--- config.mk ---
export PLATFORM = sky130hd
export DESIGN_NAME = eq_engine_flat
export DESIGN_NICKNAME = d
export VERILOG_FILES = /design/src/rtl/eq_engine_if.sv /design/src/rtl/eq_engine.sv /design/src/flat_wrapper.sv
export SDC_FILE = /design/constraint.sdc
export NUM_CORES = 1
export LEC_CHECK = 0
export CORE_ASPECT_RATIO = 0.7
export CORE_MARGIN = 2
export CORE_UTILIZATION = 35
export CTS_CLUSTER_SIZE = 8
export DETAILED_ROUTE_END_ITERATION = 10
export GPL_ROUTABILITY_DRIVEN = 0
export PLACE_DENSITY_LB_ADDON = 0.2
export SLEW_MARGIN = 20
export SYNTH_ARGS = -nofsm -noshare
export SYNTH_HDL_FRONTEND = slang
export SYNTH_SLANG_ARGS = --single-unit
export TNS_END_PERCENT = 20
--- constraint.sdc ---
create_clock -name clk -period 4.6 [get_ports clk]
set_input_delay 0.92 -clock clk [delete_from_list [all_inputs] [get_ports clk]]
set_output_delay 0.92 -clock clk [all_outputs]
set_load 0.01 [all_outputs]
--- src/rtl/eq_engine_if.sv ---
// eq_engine_if: operand/result bundle for eq_engine.
//   master : drives operational + BIST operand buses, observes results
//   slave  : eq_engine side (operands in, results/status out)
//   Operational: in_valid, x1, x2, v, t, c, sel_eq
//   BIST       : bist_active, x1_test, x2_test, v_test, t_test, c_test, sel_eq_test
//   Results    : result_a, result_b, out_valid, out_sel, in_dropped, op_count
interface eq_engine_if;
  logic               in_valid;
  logic signed [7:0]  x1, x2, v, t, c;
  logic               sel_eq;
  logic               bist_active;
  logic signed [7:0]  x1_test, x2_test, v_test, t_test, c_test;
  logic               sel_eq_test;
  logic signed [15:0] result_a, result_b;
  logic               out_valid, out_sel, in_dropped;
  logic [15:0]        op_count;

  modport master (
    output in_valid, x1, x2, v, t, c, sel_eq,
    output bist_active, x1_test, x2_test, v_test, t_test, c_test, sel_eq_test,
    input  result_a, result_b, out_valid, out_sel, in_dropped, op_count
  );

  modport slave (
    input  in_valid, x1, x2, v, t, c, sel_eq,
    input  bist_active, x1_test, x2_test, v_test, t_test, c_test, sel_eq_test,
    output result_a, result_b, out_valid, out_sel, in_dropped, op_count
  );
endinterface

--- src/rtl/eq_engine.sv ---
// eq_engine: 3-stage signed datapath computing A = x1*3 + x2*5 or B = v*t + c.
// Ports:
//   clk  - rising-edge clock
//   rst  - synchronous active-high reset
//   bus  - eq_engine_if.slave: operand buses (operational / BIST) in,
//          held results, completion pulse, drop pulse, op counter out
// Pipeline: S0 operand regs -> S1 product regs -> S2 sum/commit regs.
module eq_engine (
  input  logic        clk,
  input  logic        rst,
  eq_engine_if.slave  bus
);
  localparam logic signed [15:0] K1 = 16'sd3;
  localparam logic signed [15:0] K2 = 16'sd5;

  function automatic logic signed [15:0] sx(input logic [7:0] a);
    return $signed({{8{a[7]}}, a});
  endfunction

  // Source mux: BIST bus owns the pipe and injects an entry every cycle.
  logic              m_vld, m_sel;
  logic signed [7:0] m_x1, m_x2, m_v, m_t, m_c;
  assign m_vld = bus.bist_active ? 1'b1            : bus.in_valid;
  assign m_sel = bus.bist_active ? bus.sel_eq_test : bus.sel_eq;
  assign m_x1  = bus.bist_active ? bus.x1_test     : bus.x1;
  assign m_x2  = bus.bist_active ? bus.x2_test     : bus.x2;
  assign m_v   = bus.bist_active ? bus.v_test      : bus.v;
  assign m_t   = bus.bist_active ? bus.t_test      : bus.t;
  assign m_c   = bus.bist_active ? bus.c_test      : bus.c;

  logic bist_q;
  logic sw;  // source switch this cycle: kill old-source entries in S0/S1
  assign sw = bus.bist_active != bist_q;

  // S0
  logic              s0_vld_q, s0_sel_q, s0_src_q;
  logic signed [7:0] s0_x1_q, s0_x2_q, s0_v_q, s0_t_q, s0_c_q;

  // S1
  logic               s1_vld_q, s1_sel_q, s1_src_q;
  logic signed [15:0] s1_p0_q, s1_p1_q;
  logic signed [15:0] p0_d, p1_d;
  logic               s1_vld_d;
  assign p0_d     = s0_sel_q ? sx(s0_v_q) * sx(s0_t_q) : sx(s0_x1_q) * K1;
  assign p1_d     = s0_sel_q ? sx(s0_c_q)              : sx(s0_x2_q) * K2;
  assign s1_vld_d = s0_vld_q & ~sw;

  // S2 commit; value ranges fit 16-bit signed, so no saturation needed.
  logic signed [15:0] sum_d, res_a_q, res_b_q;
  logic               commit_d, out_vld_q, out_sel_q, drop_q;
  logic [15:0]        cnt_q, cnt_d;
  assign sum_d    = s1_p0_q + s1_p1_q;
  assign commit_d = s1_vld_q & ~sw;
  assign cnt_d    = (commit_d && !s1_src_q && cnt_q != 16'hFFFF) ? cnt_q + 16'd1 : cnt_q;

  always_ff @(posedge clk) begin
    if (rst) begin
      bist_q    <= 1'b0;
      s0_vld_q  <= 1'b0;
      s1_vld_q  <= 1'b0;
      res_a_q   <= '0;
      res_b_q   <= '0;
      out_vld_q <= 1'b0;
      out_sel_q <= 1'b0;
      drop_q    <= 1'b0;
      cnt_q     <= '0;
    end else begin
      bist_q    <= bus.bist_active;
      // S0 always captures the current source, even on a switch edge.
      s0_vld_q  <= m_vld;
      s0_sel_q  <= m_sel;
      s0_src_q  <= bus.bist_active;
      s0_x1_q   <= m_x1;
      s0_x2_q   <= m_x2;
      s0_v_q    <= m_v;
      s0_t_q    <= m_t;
      s0_c_q    <= m_c;
      s1_vld_q  <= s1_vld_d;
      s1_sel_q  <= s0_sel_q;
      s1_src_q  <= s0_src_q;
      s1_p0_q   <= p0_d;
      s1_p1_q   <= p1_d;
      out_vld_q <= commit_d;
      drop_q    <= bus.in_valid & bus.bist_active;
      cnt_q     <= cnt_d;
      if (commit_d) begin
        out_sel_q <= s1_sel_q;
        if (s1_sel_q) res_b_q <= sum_d;
        else          res_a_q <= sum_d;
      end
    end
  end

  assign bus.result_a   = res_a_q;
  assign bus.result_b   = res_b_q;
  assign bus.out_valid  = out_vld_q;
  assign bus.out_sel    = out_sel_q;
  assign bus.in_dropped = drop_q;
  assign bus.op_count   = cnt_q;
endmodule

--- src/flat_wrapper.sv ---
// flat-port wrapper written by rule: the top's interface ports become plain ports
module eq_engine_flat 
  (clk, rst, bus_in_valid, bus_x1, bus_x2, bus_v, bus_t, bus_c, bus_sel_eq, bus_bist_active, bus_x1_test, bus_x2_test, bus_v_test, bus_t_test, bus_c_test, bus_sel_eq_test, bus_result_a, bus_result_b, bus_out_valid, bus_out_sel, bus_in_dropped, bus_op_count);
  eq_engine_if bus_i ();
  input  logic clk;
  input  logic rst;
  input wire logic [$bits(bus_i.in_valid)-1:0] bus_in_valid;
  input wire logic [$bits(bus_i.x1)-1:0] bus_x1;
  input wire logic [$bits(bus_i.x2)-1:0] bus_x2;
  input wire logic [$bits(bus_i.v)-1:0] bus_v;
  input wire logic [$bits(bus_i.t)-1:0] bus_t;
  input wire logic [$bits(bus_i.c)-1:0] bus_c;
  input wire logic [$bits(bus_i.sel_eq)-1:0] bus_sel_eq;
  input wire logic [$bits(bus_i.bist_active)-1:0] bus_bist_active;
  input wire logic [$bits(bus_i.x1_test)-1:0] bus_x1_test;
  input wire logic [$bits(bus_i.x2_test)-1:0] bus_x2_test;
  input wire logic [$bits(bus_i.v_test)-1:0] bus_v_test;
  input wire logic [$bits(bus_i.t_test)-1:0] bus_t_test;
  input wire logic [$bits(bus_i.c_test)-1:0] bus_c_test;
  input wire logic [$bits(bus_i.sel_eq_test)-1:0] bus_sel_eq_test;
  output wire logic [$bits(bus_i.result_a)-1:0] bus_result_a;
  output wire logic [$bits(bus_i.result_b)-1:0] bus_result_b;
  output wire logic [$bits(bus_i.out_valid)-1:0] bus_out_valid;
  output wire logic [$bits(bus_i.out_sel)-1:0] bus_out_sel;
  output wire logic [$bits(bus_i.in_dropped)-1:0] bus_in_dropped;
  output wire logic [$bits(bus_i.op_count)-1:0] bus_op_count;
  assign bus_i.in_valid = bus_in_valid;
  assign bus_i.x1 = bus_x1;
  assign bus_i.x2 = bus_x2;
  assign bus_i.v = bus_v;
  assign bus_i.t = bus_t;
  assign bus_i.c = bus_c;
  assign bus_i.sel_eq = bus_sel_eq;
  assign bus_i.bist_active = bus_bist_active;
  assign bus_i.x1_test = bus_x1_test;
  assign bus_i.x2_test = bus_x2_test;
  assign bus_i.v_test = bus_v_test;
  assign bus_i.t_test = bus_t_test;
  assign bus_i.c_test = bus_c_test;
  assign bus_i.sel_eq_test = bus_sel_eq_test;
  assign bus_result_a = bus_i.result_a;
  assign bus_result_b = bus_i.result_b;
  assign bus_out_valid = bus_i.out_valid;
  assign bus_out_sel = bus_i.out_sel;
  assign bus_in_dropped = bus_i.in_dropped;
  assign bus_op_count = bus_i.op_count;
  eq_engine u_core (.clk(clk), .rst(rst), .bus(bus_i));
endmodule
Yosys cells after proc, flatten, opt, wreduce, memory -nomap -nowiden --
Cells that the tools add are included.
Cells by class: multiplexer cells 9, reductions and logical operators 5, add/subtract/negate cells 2, equal/unequal tests 2, bitwise gates (word level) 5, multipliers 3
Operators by type and width (number):
- 8-bit 2-to-1 mux | 5
- 16-bit 2-to-1 mux | 2
- 16-bit by 1-bit adder with 16-bit output, second input constant | 1
- 16-bit adder | 1
- 8-bit by 8-bit multiplier with 16-bit output | 1
- 16-bit != test, second input constant | 1
- 8-bit by 4-bit multiplier with 12-bit output, second input constant | 1
- 8-bit by 3-bit multiplier with 11-bit output, second input constant | 1
- 2-bit AND reduction | 2
- 1-bit bitwise AND | 3
- 1-bit logical AND | 2
- 1-bit 2-to-1 mux | 2
- 1-bit NOT | 2
- 1-bit zero test | 1
- 1-bit != test | 1
Storage, ports and cells: output and inout port bits 51, word-level logic and storage cells 46, bits in registers 130, input bits 86

Depth between registers and ports, before layout --
depth after elaboration 5, depth in mapped cells 17, mapped depth without buffers 17

Least setup slack after synthesis --
Ideal clock, no wire load.
kind register to register, start register u_core.s0_t_q[7], end register u_core.s1_p0_q[15], data pin, slack -39 ps, clock period less this slack 4639 ps, stages on the path, launching flop included 16, required time 4346 ps, arrival time 4385 ps, path buffers 0, setup time 254 ps, cell sequence edfxtp_1 -> nor2b_1 -> fa_1 -> fa_1 -> fa_1 -> inv_1 -> fa_1 -> inv_1 -> ha_1 -> o21a_1 -> o21a_1 -> and3_1 -> a211o_1 -> o31ai_4 -> xnor2_1 -> a21o_1
Between the ends: longest elaborated chain between the ends 2
Ends and longest elaborated chain:
- start, declared | line eq_engine.sv:37 | logic signed [7:0] s0_x1_q, s0_x2_q, s0_v_q, s0_t_q, s0_c_q;
- start signal, assigned | line eq_engine.sv:76 | s0_t_q <= m_t;
- 8-bit by 8-bit multiplier with 16-bit output | line eq_engine.sv:44 | assign p0_d = s0_sel_q ? sx(s0_v_q) * sx(s0_t_q) : sx(s0_x1_q) * K1;
- 16-bit 2-to-1 mux | line eq_engine.sv:44
- via u_core.p0_d[15] | line eq_engine.sv:42 | logic signed [15:0] p0_d, p1_d;
- end signal, assigned | line eq_engine.sv:81 | s1_p0_q <= p0_d;
- end, declared | line eq_engine.sv:41 | logic signed [15:0] s1_p0_q, s1_p1_q;
The timed path passes the listed nets, and every way through them passes these cells. A chain may end at the register's enable or synchronous reset.

Final worst setup path --
start register u_core.s0_v_q[7], end register u_core.s1_p0_q[13], data pin
Between the ends: longest elaborated chain between the ends 2
Ends and longest elaborated chain:
- start, declared | line eq_engine.sv:37
- start signal, assigned | line eq_engine.sv:75 | s0_v_q <= m_v;
- 8-bit by 8-bit multiplier with 16-bit output | line eq_engine.sv:44
- 16-bit 2-to-1 mux | line eq_engine.sv:44
- via u_core.p0_d[13] | line eq_engine.sv:42
The timed path passes the listed nets, and every way through them passes these cells.

==> metrics.yaml <==
outcome:
  outcome: "complete, but fails checks"
  violations: "negative setup slack"
critical_path:
  crit_arrival_ns: 4.86
  reg2reg_depth: 17
  start_kind: "register"
  cp-end-kind: "register"
  rr_endpoint: "u_core.s1_p0_q[13]"
  r2r-start: "u_core.s0_v_q[7]"
  path_max_fanout: 8
  path_class: "register to register"
  cp.required_ns: 4.77
  reg2reg_slack_ns: -0.08
placed_design:
  dp_hpwl_microns: 15000
  place_area_sq_mm: 0.0108
  place_ws_ns: -0.229
  portBuffers: 136
  place_inst: 1321
final_layout:
  design_area_sq_mm: 0.0118
  n_fill_cell: 2303
  stdcell_count: 1369
  syn_to_final_growth_pct: 33.3
  antenna_cells: 0
  drive_gt1_share_pct: 17.9
  final_nets: 1247
logic_synthesis:
  syn-cell-area_sq_mm: 0.00882
  synth.avg_cell_area_sq_um: 10.5
  syn_nets: 1056
  synth_top_flop_cell: "edfxtp_1"
  ys_async_sr_fraction_pct: 0
  netlist_instances: 840
  yosysWarnings: 0
  yosysUniqueCellTypes: 55
  synth_edf_count: 72
  ys_seq_elements: 126
  synth_seq_area_share_pct: 36.8
drt:
  num_vias: 6320
  drc: 0
  final_antenna_net_count: 0
  drt_iter0_markers: 339
  wl_per_cell_microns: 14.3
  drtPass1Iterations: 4
  post_drt_via_cell_ratio: 4.62
  wirelength_microns: 19600
timing:
  fin_crit_ns: 4.68
  fmax_mhz: 213
  tns_ns: -0.215
  finalHoldViolations: 0
  report.final.slew_viol_count: 0
  maxSlewHeadroom_pct: 33.0
  rsz0062_at_grt: "true"
  final.period_utilization_pct: 102
  skew_ns: 0.0112
  tightestPinTransition_ns: 1.01
  setup_violations: 3
  finalWorstSetupSlack_ns: -0.0841
clock_network:
  clockRootBuffer: "clkbuf_16"
  cts_buffers: 17
  cts.sink_count: 126
  cts_max_level: 4
  hold_buffers: 0
  clkSlewWorstSetupHoldPaths_ns: 0.06
  cts_tree: "built"
  clk_latency_ns: 0.43
  clock_path_buffers: 2
global_routing:
  antenna_found_initial: 0
  first_global_vias: 6341
  grtUsageTotal_pct: 15.5
  grt_pass1_wl_microns: 32400
  grt-ovfl-total: 0
  grt_max_degree: 79
min_path:
  holdPathStages: 0
  hp-start: "u_core.s0_src_q"
  hold_end: "u_core.s1_src_q"
  min_path_type: "register to register"
die:
  floorplan.initialDensity_pct: 35.7
  fp.dieW_microns: 194
  dieHeight_microns: 137
  die-area_sq_mm: 0.0265
  core_area_sq_mm: 0.0247
  io_pins: 137
  placementRows: 48
power:
  cellLeakagePower_nw: 4.84
  internal_power_mw: 4.18
  ir_drop_mv: 0.412
  power_mw: 6.62
  swShare_pct: 36.9
  combPwrFrac_pct: 56.4
  p_sw_mw: 2.44
  pwr-share-clk_pct: 21.5
  cellPowerDensity_mw_per_mm2: 563
  p_seq_share_pct: 22.0
job:
  drv_cap: 0
==> layout make-up <==
cell class | count | area (sq um) | share of cell area (%)
Sequential cell | 126 | 3240 | 27.6
Clock buffer | 21 | 526 | 4.47
Multi-Input combinational cell | 592 | 5270 | 44.8
Tap cell | 325 | 407 | 3.46
Timing Repair Buffer | 194 | 1830 | 15.6
Clock inverter | 11 | 110 | 0.936
Inverter | 100 | 378 | 3.21
==> kinds of logic after synthesis <==
logic type | count (synthesis) | synth area share (%)
and+or+nand+nor | 222 | 12.4
AOI/OAI and AO/OA | 135 | 10.1
adders and majority gates | 130 | 23.4
DFF | 126 | 36.8
buffers and inverters | 122 | 5.47
xor gates and xnor gates | 53 | 5.26
muxes | 52 | 6.61
==> synthesized netlist by cell type (3+ instances only) <==
cell | count | area share, %
nand3_1 | 16 | 0.91
o21a_1 | 3 | 0.26
and3_1 | 7 | 0.50
a211oi_1 | 10 | 0.85
dfxtp_1 | 54 | 12
nor2b_1 | 11 | 0.78
nand2b_1 | 8 | 0.57
edfxtp_1 | 72 | 25
a31oi_1 | 3 | 0.21
a21o_1 | 16 | 1.4
xor2_1 | 21 | 2.1
mux2_2 | 50 | 6.4
o21ai_1 | 6 | 0.34
inv_1 | 99 | 4.2
nand4_1 | 3 | 0.21
o21bai_1 | 5 | 0.43
buf_1 | 5 | 0.21
buf_6 | 3 | 0.38
and2_1 | 48 | 3.4
o31ai_1 | 7 | 0.60
o21ai_0 | 21 | 1.2
clkbuf_1 | 12 | 0.51
fa_1 | 58 | 13
nor2_1 | 45 | 1.9
ha_1 | 72 | 10
xnor2_1 | 32 | 3.2
or3_1 | 3 | 0.21
nand2_1 | 68 | 2.9
and4_1 | 3 | 0.30
a21oi_1 | 48 | 2.7
==> sequential cells by signal, summed over array words and instances (netlist names), 8 cells and up <==
register	count
u_core.s0_v_q	8
u_core.bus.result_a	16
u_core.s0_c_q	8
u_core.s1_p0_q	16
u_core.bus.result_b	16
u_core.bus.op_count	16
u_core.s0_x1_q	8
u_core.s0_t_q	8
u_core.s1_p1_q	12
u_core.s0_x2_q	8
==> worst max-delay path, stage by stage (launching register included) <==
cell and delay, ns:
edfxtp_1 0.53, and2_4 0.22, fa_1 0.47, inv_1 0.05, fa_1 0.49, inv_1 0.06, fa_1 0.53, inv_1 0.05
fa_2 0.52, inv_2 0.04, ha_4 0.21, o21ai_2 0.06, nor2_2 0.06, or3_4 0.34, a211o_4 0.36, buf_6 0.12
xor2_1 0.14, a21o_1 0.18
==> worst max path at each step <==
| stage | start | end | depth (start not counted) |
|---|---|---|---|
| final | u_core.s0_v_q[7] | u_core.s1_p0_q[13] | 17 |
| after global routing | u_core.s0_v_q[7] | u_core.s1_p0_q[15] | 17 |
| after CTS | u_core.s0_v_q[7] | u_core.s1_p0_q[15] | 17 |
| after detailed placement | u_core.s0_v_q[7] | u_core.s1_p0_q[15] | 17 |
| after global placement | u_core.s0_t_q[4] | u_core.s1_p0_q[15] | 17 |
| after floorplan | u_core.s0_t_q[7] | u_core.s1_p0_q[15] | 15 |
==> power groups by stage <==
stage | clock [mW] | combinational [mW] | sequential [mW]
floorplan | 0 | 2.40 | 1.46
global placement | 0 | 3.28 | 1.48
detailed placement | 0 | 3.31 | 1.49
CTS | 1.47 | 3.56 | 1.46
global route | 1.51 | 4.31 | 1.48
finish | 1.43 | 3.74 | 1.46
==> layout by cell type (no fill, tap or decap), drive strengths merged, types with 2 or more instances in the layout <==
cell type,count
dfxtp,54
a21boi,2
buf,59
nor4,2
a31oi,3
nand2,69
a31o,2
fa,58
and3,7
nand3,16
a21oi,48
o21a,3
nor2,46
inv,106
o21ai,27
a21o,16
nand2b,8
nand3b,2
and2,49
xnor2,32
o21bai,5
nand4,3
mux2i,2
o31ai,8
nor2b,11
a311oi,2
ha,72
clkdlybuf4s50,135
or3,3
clkinv,3
mux2,50
and4,3
o211ai,2
clkbuf,21
xor2,21
or2,2
a211oi,11
edfxtp,72
==> metrics by stage <==
step | hold slack [ns] | utilization [%]
6_report | 0.419 | 47.6
3_3_place_gp | 0.401 | 43.7
3_5_place_dp | 0.406 | 43.7
5_1_grt | 0.430 | 47.6
2_1_floorplan | 0.400 | -
4_1_cts | 0.421 | 47.2
==> what timing repair did <==
item                                    in CTS  in global routing
pin swaps                                   26                 27
buffers inserted                            12                  4
resized for setup                           27                 18
endpoints found under the setup margin       4                  5
==> metal layers <==
layer  GRT usage (%)  wire length, microns  vias to the layer above
met5               0                     0                        -
met4            4.07                   150                        0
met3            3.75                   832                       12
met2            21.4                  7740                      119
met1            23.9                 10900                     2947
li1                -                     -                     3242
(Power assumes the default switching activity.)
